==> src/rtl/puf_pkg.sv <==
`default_nettype none
// ---------------------------------------------------------------------------
// puf_pkg : shared types, default widths and sizing helper for puf_eval_ctrl
// Revision: 1.0
// ---------------------------------------------------------------------------
package puf_pkg;

  typedef enum logic [2:0] {
    ST_IDLE   = 3'd0,
    ST_ARM    = 3'd1,
    ST_EVAL   = 3'd2,
    ST_SAMPLE = 3'd3,
    ST_FINISH = 3'd4
  } state_e;

  localparam int c_challenge_width  = 64;
  localparam int c_pdl_config_width = 64;
  localparam int c_num_puf          = 6;

  // Bits needed to hold values 0..value-1, never less than one.
  function automatic int clog2(input int value);
    int result;
    int v;
    result = 0;
    v      = value - 1;
    while (v > 0) begin
      result = result + 1;
      v      = v >> 1;
    end
    return (result < 1) ? 1 : result;
  endfunction

endpackage
`default_nettype wire

==> src/rtl/puf_eval_ctrl_if.sv <==
`default_nettype none
// ---------------------------------------------------------------------------
// puf_eval_ctrl_if : controller <-> PUF slice array bus
// Revision: 1.0
// ---------------------------------------------------------------------------
interface puf_eval_ctrl_if
  import puf_pkg::*;
#(
  parameter int CHALLENGE_WIDTH  = c_challenge_width,
  parameter int PDL_CONFIG_WIDTH = c_pdl_config_width,
  parameter int NUM_PUF          = c_num_puf
);
  logic [CHALLENGE_WIDTH-1:0]  puf_challenge;
  logic [PDL_CONFIG_WIDTH-1:0] puf_config;
  logic                        puf_start;
  logic                        puf_reset;
  logic [NUM_PUF-1:0]          puf_response;

  modport master (
    output puf_challenge,
    output puf_config,
    output puf_start,
    output puf_reset,
    input  puf_response
  );

  modport slave (
    input  puf_challenge,
    input  puf_config,
    input  puf_start,
    input  puf_reset,
    output puf_response
  );
endinterface
`default_nettype wire

==> src/rtl/puf_vote_counter.sv <==
`default_nettype none
// ---------------------------------------------------------------------------
// puf_vote_counter : counts the ones seen on one PUF slice across evaluations
// Revision: 1.0
// ---------------------------------------------------------------------------
module puf_vote_counter
  import puf_pkg::*;
#(
  parameter int VOTE_COUNT = 5,
  parameter int CNT_W      = clog2(VOTE_COUNT + 1)
) (
  input  wire logic             clk,
  input  wire logic             reset,
  input  wire logic             clear,
  input  wire logic             sample_en,
  input  wire logic             bit_in,
  output logic [CNT_W-1:0]      count,
  output logic                  majority,
  output logic                  unanimous
);

  localparam logic [CNT_W-1:0] c_half = CNT_W'(VOTE_COUNT / 2);
  localparam logic [CNT_W-1:0] c_full = CNT_W'(VOTE_COUNT);

  logic [CNT_W-1:0] count_q;
  logic [CNT_W-1:0] count_d;

  always_comb begin
    count_d = count_q;
    if (clear) begin
      count_d = '0;
    end else if (sample_en) begin
      count_d = count_q + CNT_W'(bit_in);
    end
  end

  always_ff @(posedge clk or negedge reset) begin
    if (!reset) begin
      count_q <= '0;
    end else begin
      count_q <= count_d;
    end
  end

  assign count     = count_q;
  assign majority  = (count_q > c_half);
  assign unanimous = (count_q == '0) || (count_q == c_full);

endmodule
`default_nettype wire

==> src/rtl/puf_eval_ctrl.sv <==
`default_nettype none
// ---------------------------------------------------------------------------
// puf_eval_ctrl : runs VOTE_COUNT timed PUF evaluations per trigger and
//                 returns the majority-voted response with stability flags
// Revision: 1.0
// ---------------------------------------------------------------------------
module puf_eval_ctrl
  import puf_pkg::*;
#(
  parameter int CHALLENGE_WIDTH  = c_challenge_width,
  parameter int PDL_CONFIG_WIDTH = c_pdl_config_width,
  parameter int NUM_PUF          = c_num_puf,
  parameter int SETTLE_CYCLES    = 15,
  parameter int VOTE_COUNT       = 5
) (
  input  wire logic                        clk,
  input  wire logic                        reset,
  input  wire logic                        trigger,
  input  wire logic [CHALLENGE_WIDTH-1:0]  challenge,
  input  wire logic [PDL_CONFIG_WIDTH-1:0] pdl_config,
  output logic                             busy,
  output logic                             done,
  output logic [NUM_PUF-1:0]               raw_response,
  output logic                             xor_response,
  output logic [NUM_PUF-1:0]               stable,
  puf_eval_ctrl_if.master                  puf
);

  localparam int c_cnt_w    = clog2(VOTE_COUNT + 1);
  localparam int c_settle_w = clog2(SETTLE_CYCLES);
  localparam logic [c_settle_w-1:0] c_settle_last = c_settle_w'(SETTLE_CYCLES - 1);
  localparam logic [c_cnt_w-1:0]    c_round_last  = c_cnt_w'(VOTE_COUNT - 1);

  generate
    if ((VOTE_COUNT < 1) || ((VOTE_COUNT % 2) == 0) || (SETTLE_CYCLES < 1)) begin : g_bad_params
      $error("puf_eval_ctrl: VOTE_COUNT must be odd and >=1, SETTLE_CYCLES >=1");
    end
  endgenerate

  state_e                      state_q, state_d;
  logic                        busy_q, busy_d;
  logic                        done_q, done_d;
  logic [NUM_PUF-1:0]          raw_q, raw_d;
  logic                        xor_q, xor_d;
  logic [NUM_PUF-1:0]          stable_q, stable_d;
  logic [CHALLENGE_WIDTH-1:0]  chal_q, chal_d;
  logic [PDL_CONFIG_WIDTH-1:0] cfg_q, cfg_d;
  logic                        start_q, start_d;
  logic                        preset_q, preset_d;
  logic [c_cnt_w-1:0]          round_q, round_d;
  logic [c_settle_w-1:0]       settle_q, settle_d;

  logic                        vote_clear;
  logic                        vote_sample;
  logic [NUM_PUF-1:0]          vote_majority;
  logic [NUM_PUF-1:0]          vote_unanimous;
  logic [NUM_PUF-1:0][c_cnt_w-1:0] vote_cnt;
  logic                        unused_vote_cnt;

  generate
    for (genvar i = 0; i < NUM_PUF; i++) begin : g_vote
      puf_vote_counter #(
        .VOTE_COUNT (VOTE_COUNT),
        .CNT_W      (c_cnt_w)
      ) u_vote (
        .clk       (clk),
        .reset     (reset),
        .clear     (vote_clear),
        .sample_en (vote_sample),
        .bit_in    (puf.puf_response[i]),
        .count     (vote_cnt[i]),
        .majority  (vote_majority[i]),
        .unanimous (vote_unanimous[i])
      );
    end
  endgenerate

  // Raw counts are observation-only; the verdict comes from majority/unanimous.
  assign unused_vote_cnt = ^vote_cnt;

  always_comb begin
    state_d     = state_q;
    busy_d      = busy_q;
    done_d      = 1'b0;
    raw_d       = raw_q;
    xor_d       = xor_q;
    stable_d    = stable_q;
    chal_d      = chal_q;
    cfg_d       = cfg_q;
    round_d     = round_q;
    settle_d    = settle_q;
    vote_clear  = 1'b0;
    vote_sample = 1'b0;

    case (state_q)
      ST_IDLE: begin
        if (trigger) begin
          chal_d     = challenge;
          cfg_d      = pdl_config;
          vote_clear = 1'b1;
          round_d    = '0;
          busy_d     = 1'b1;
          state_d    = ST_ARM;
        end
      end
      ST_ARM: begin
        settle_d = '0;
        state_d  = ST_EVAL;
      end
      ST_EVAL: begin
        settle_d = settle_q + c_settle_w'(1);
        if (settle_q == c_settle_last) begin
          state_d = ST_SAMPLE;
        end
      end
      ST_SAMPLE: begin
        vote_sample = 1'b1;
        round_d     = round_q + c_cnt_w'(1);
        state_d     = (round_q == c_round_last) ? ST_FINISH : ST_ARM;
      end
      ST_FINISH: begin
        raw_d    = vote_majority;
        stable_d = vote_unanimous;
        xor_d    = ^vote_majority;
        done_d   = 1'b1;
        busy_d   = 1'b0;
        state_d  = ST_IDLE;
      end
      default: begin
        state_d = ST_IDLE;
      end
    endcase

    // Slice controls are registered from the next state so they line up with it.
    start_d  = (state_d == ST_EVAL);
    preset_d = (state_d != ST_EVAL);
  end

  always_ff @(posedge clk or negedge reset) begin
    if (!reset) begin
      state_q  <= ST_IDLE;
      busy_q   <= 1'b0;
      done_q   <= 1'b0;
      raw_q    <= '0;
      xor_q    <= 1'b0;
      stable_q <= '0;
      chal_q   <= '0;
      cfg_q    <= '0;
      start_q  <= 1'b0;
      preset_q <= 1'b1;
      round_q  <= '0;
      settle_q <= '0;
    end else begin
      state_q  <= state_d;
      busy_q   <= busy_d;
      done_q   <= done_d;
      raw_q    <= raw_d;
      xor_q    <= xor_d;
      stable_q <= stable_d;
      chal_q   <= chal_d;
      cfg_q    <= cfg_d;
      start_q  <= start_d;
      preset_q <= preset_d;
      round_q  <= round_d;
      settle_q <= settle_d;
    end
  end

  assign busy              = busy_q;
  assign done              = done_q;
  assign raw_response      = raw_q;
  assign xor_response      = xor_q;
  assign stable            = stable_q;
  assign puf.puf_challenge = chal_q;
  assign puf.puf_config    = cfg_q;
  assign puf.puf_start     = start_q;
  assign puf.puf_reset     = preset_q;

endmodule
`default_nettype wire
==> src/flat_wrapper.sv <==
// flat-port wrapper written by rule: the top's interface ports become plain ports
module puf_eval_ctrl_flat import puf_pkg::*;
#(
  parameter int CHALLENGE_WIDTH  = c_challenge_width,
  parameter int PDL_CONFIG_WIDTH = c_pdl_config_width,
  parameter int NUM_PUF          = c_num_puf,
  parameter int SETTLE_CYCLES    = 15,
  parameter int VOTE_COUNT       = 5
)
  (clk, reset, trigger, challenge, pdl_config, busy, done, raw_response, xor_response, stable, puf_puf_challenge, puf_puf_config, puf_puf_start, puf_puf_reset, puf_puf_response);
  puf_eval_ctrl_if #(.CHALLENGE_WIDTH(CHALLENGE_WIDTH), .PDL_CONFIG_WIDTH(PDL_CONFIG_WIDTH), .NUM_PUF(NUM_PUF)) puf_i ();
  input  wire logic clk;
  input  wire logic reset;
  input  wire logic trigger;
  input  wire logic [CHALLENGE_WIDTH-1:0] challenge;
  input  wire logic [PDL_CONFIG_WIDTH-1:0] pdl_config;
  output logic busy;
  output logic done;
  output logic [NUM_PUF-1:0] raw_response;
  output logic xor_response;
  output logic [NUM_PUF-1:0] stable;
  output wire logic [$bits(puf_i.puf_challenge)-1:0] puf_puf_challenge;
  output wire logic [$bits(puf_i.puf_config)-1:0] puf_puf_config;
  output wire logic [$bits(puf_i.puf_start)-1:0] puf_puf_start;
  output wire logic [$bits(puf_i.puf_reset)-1:0] puf_puf_reset;
  input wire logic [$bits(puf_i.puf_response)-1:0] puf_puf_response;
  assign puf_puf_challenge = puf_i.puf_challenge;
  assign puf_puf_config = puf_i.puf_config;
  assign puf_puf_start = puf_i.puf_start;
  assign puf_puf_reset = puf_i.puf_reset;
  assign puf_i.puf_response = puf_puf_response;
  puf_eval_ctrl #(.CHALLENGE_WIDTH(CHALLENGE_WIDTH), .PDL_CONFIG_WIDTH(PDL_CONFIG_WIDTH), .NUM_PUF(NUM_PUF), .SETTLE_CYCLES(SETTLE_CYCLES), .VOTE_COUNT(VOTE_COUNT)) u_core (.clk(clk), .reset(reset), .trigger(trigger), .challenge(challenge), .pdl_config(pdl_config), .busy(busy), .done(done), .raw_response(raw_response), .xor_response(xor_response), .stable(stable), .puf(puf_i));
endmodule
==> config.mk <==
export PLATFORM = sky130hd
export DESIGN_NAME = puf_eval_ctrl_flat
export DESIGN_NICKNAME = d
export VERILOG_FILES = /design/src/rtl/puf_pkg.sv /design/src/rtl/puf_eval_ctrl_if.sv /design/src/rtl/puf_vote_counter.sv /design/src/rtl/puf_eval_ctrl.sv /design/src/flat_wrapper.sv
export SDC_FILE = /design/constraint.sdc
export NUM_CORES = 1
export LEC_CHECK = 0
export ABC_AREA = 1
export CAP_MARGIN = 20
export CORE_MARGIN = 5
export CORE_UTILIZATION = 48
export CTS_BUF_LIST = sky130_fd_sc_hd__clkbuf_8
export DETAILED_ROUTE_END_ITERATION = 6
export PLACE_DENSITY_LB_ADDON = 0.05
export SKIP_CTS_REPAIR_TIMING = 1
export SYNTH_ARGS = -nofsm -noshare
export SYNTH_HDL_FRONTEND = slang
export SYNTH_SLANG_ARGS = --single-unit
==> constraint.sdc <==
create_clock -name clk -period 2.5 [get_ports clk]
set_clock_uncertainty 0.1 [all_clocks]
set_input_delay 0.25 -clock clk [delete_from_list [all_inputs] [get_ports clk]]
set_output_delay 0.25 -clock clk [all_outputs]
set_load 0.005 [all_outputs]
==> impl_metrics.ini <==
[status]
status = finished clean

[clock_network]
clock_sink_count = 173
clkTransAtPathRegs_ns = 0.09
clk_latency_ns = 0.45
cts_max_level = 4
cts_made_buffers = 17
cts_tree = yes
cts_buffer_depth = 2
cts-root-buf = clkbuf_8

[layout]
nNetsFinal = 1231
areaGrowthSynthToFinish_pct = 48.0
layout-drive-gt1-share_pct = 4.22
final_util_pct = 72.1
diodes = 0

[global_route]
grt_pass1_vias = 5934
grt_overflow = 0
antenna_found_initial = 0
grt_max_degree = 85
grt_usage_pct = 22.8
grt_first_pass_wirelength_um = 31500

[synth]
netlist.area_leader.share_pct = 61.1
synth_most_common_cell = nand2_1
yosysWarningCount = 0
synth-edff-count = 0
netlist_area_um2 = 7050
synth_seq_area_share_pct = 61.4
avgSynthCellArea_um2 = 8.81
synth_commonest_cells = nand2_1, dfrtp_1, o21ai_0
yosys.area.top_type = dfrtp_1
synth_ff_type = dfrtp_1
netlist_instances = 800
syn_nets = 953
synth_area_leaders = dfrtp_1, nand2_1, ha_1
synth_cell_type_count = 22
synthArstFlopShare_pct = 100
ys_ff_latch = 173

[timing]
holdWs_ns = 0.226
hold_viol_final = 0
relSlewSlack_pct = 56.4
max_freq_ghz = 0.547
fin_crit_ns = 1.83
grt_setup_unrepaired = false
period_share_pct = 73.1
fin_tns_setup_ns = 0
worst_slew_pin_slew_ns = 0.653
setup_viol = 0
final_max_slew_viol_count = 0

[setup_path]
worstRegToRegCells = 6
cp-end-kind = output pin
rr_startpoint = u_core.state_q[0]
cp-start-kind = register
crit_slowest_cell = dfstp_2
required_ns = 2.15
crit_buf_inv = 1
crit_family = flip-flops
critPathMaxStageDelay_ns = 0.52
worstSetupPathType = register to output pin
regToRegSetupSlack_ns = 0.72
critPathMaxFanout = 1
r2r_end = u_core.puf.puf_challenge[62]
arrival_ns = 1.48
crit_path_cell_trace = clkdlybuf4s50_1

[die]
die_w_um = 131
dieArea_um2 = 17200
io_pins = 282
start_util_pct = 48.7
die_h_um = 131
coreArea_um2 = 14500
rows = 44

[min_path]
hold_end = u_core.puf.puf_challenge[44]
hold_start = challenge[44]
hold_path.class = input pin to register
hold_depth = 3

[routing]
wl_met3_um = 1900
viasPerCell = 4.78
route.vias.total = 6086
dr.pass1.iters = 5
finalWirelength_um = 19600
routedWlPerCell_um = 15.4
wl_met1_um = 7970
drt_iter0_drc = 306
highest_layer = met4
antenna_left = 0
routed-wl-met2_um = 9390
drcViolationCount = 0

[placed_design]
dp_hpwl_um = 14300
gp_congestion = 0.818
port_buffers = 281

[pwr]
p_leak_uw = 0.00535
ir_drop_v = 0.000272
power_density_nw_per_um2 = 503
total_power_uw = 5240

[run]
maxCapViolations = 0
-- per-stage QoR --
step,setup slack [ns],area (µm²),std cells
after floorplan,1.15,7050,800
after global placement,0.669,10000,1242
after detailed placement,0.616,10000,1242
after CTS,0.619,10400,1273
after global routing,0.591,10400,1274
final,0.672,10400,1274
-- layer usage --
layer  vias to the layer above  GRT usage [%]
li1                       2994              -
met1                      2830           27.9
met2                       235           36.9
met3                        27           9.40
met4                         0           7.68
met5                         -              0
-- report_power, final --
group          switching, µW  leakage (µW)  total (µW)  internal [µW]
Combinational            114       0.00278         327            213
Clock                    947      0.000233        2090           1140
Sequential              13.9       0.00233        2820           2810
-- cell families (layout without fill, tap and decap cells) --
logic type | count (synthesis) | count (layout) | synth area share, %
AND/OR/NAND/NOR | 495 | 495 | 27.0
flip-flops | 173 | 173 | 61.4
buffers and inverters | 66 | 356 | 5.06
adder cells (fa/ha/maj) | 16 | 16 | 2.84
AO/OA/AOI/OAI | 48 | 48 | 3.41
XOR/XNOR | 2 | 2 | 0.249
-- cell type report --
class,instances,area (µm²)
Sequential cell,173,4330
Clock inverter,11,150
Multi-Input combinational cell,561,2370
Timing Repair Buffer,293,2960
Clock buffer,20,275
Fill cell,1129,4050
Inverter,32,121
Tap cell,184,230
-- cell usage in the layout (no fill, tap or decap), types with 3 or more instances in the layout --
master           count
clkbuf_8            20
buf_4                7
a21oi_1             17
ha_1                16
clkinv_2             4
dfrtp_1            172
bufinv_16            4
nor2_1               3
nand3_1             20
clkdlybuf4s50_1    280
o21ai_0             31
inv_1               33
buf_12               4
nand2_1            467
-- worst reg2reg max path, delay by kind of cell, from the launching register on --
kind	cells	cell delay, ns
simple gates	4	0.67
flops	1	0.41
buf+inv	2	0.55
-- worst max path at each step --
stage,from,end,slack (ns),cells after the start
after floorplan,u_core.state_q[0],u_core.puf.puf_challenge[50],1.15,6
after global placement,trigger,u_core.puf.puf_config[25],0.67,6
after detailed placement,trigger,u_core.puf.puf_challenge[30],0.62,6
after CTS,u_core.puf.puf_reset,puf_puf_reset,0.62,1
after global routing,u_core.state_q[1],u_core.g_vote[2].u_vote.count[2],0.59,8
final,u_core.puf.puf_reset,puf_puf_reset,0.67,1
-- state kept, by name, indices dropped and copies added (netlist names) --
signal	flops
u_core.puf.puf_challenge	64
u_core.puf.puf_config	64
u_core.g_vote.u_vote.count	18
u_core.raw_response	6
u_core.stable	6
u_core.settle_q	4
u_core.round_q	3
u_core.state_q	3
u_core.busy	1
u_core.done	1
u_core.puf.puf_reset	1
u_core.puf.puf_start	1
u_core.xor_response	1
No activity file was read; power rests on OpenSTA's default activity.
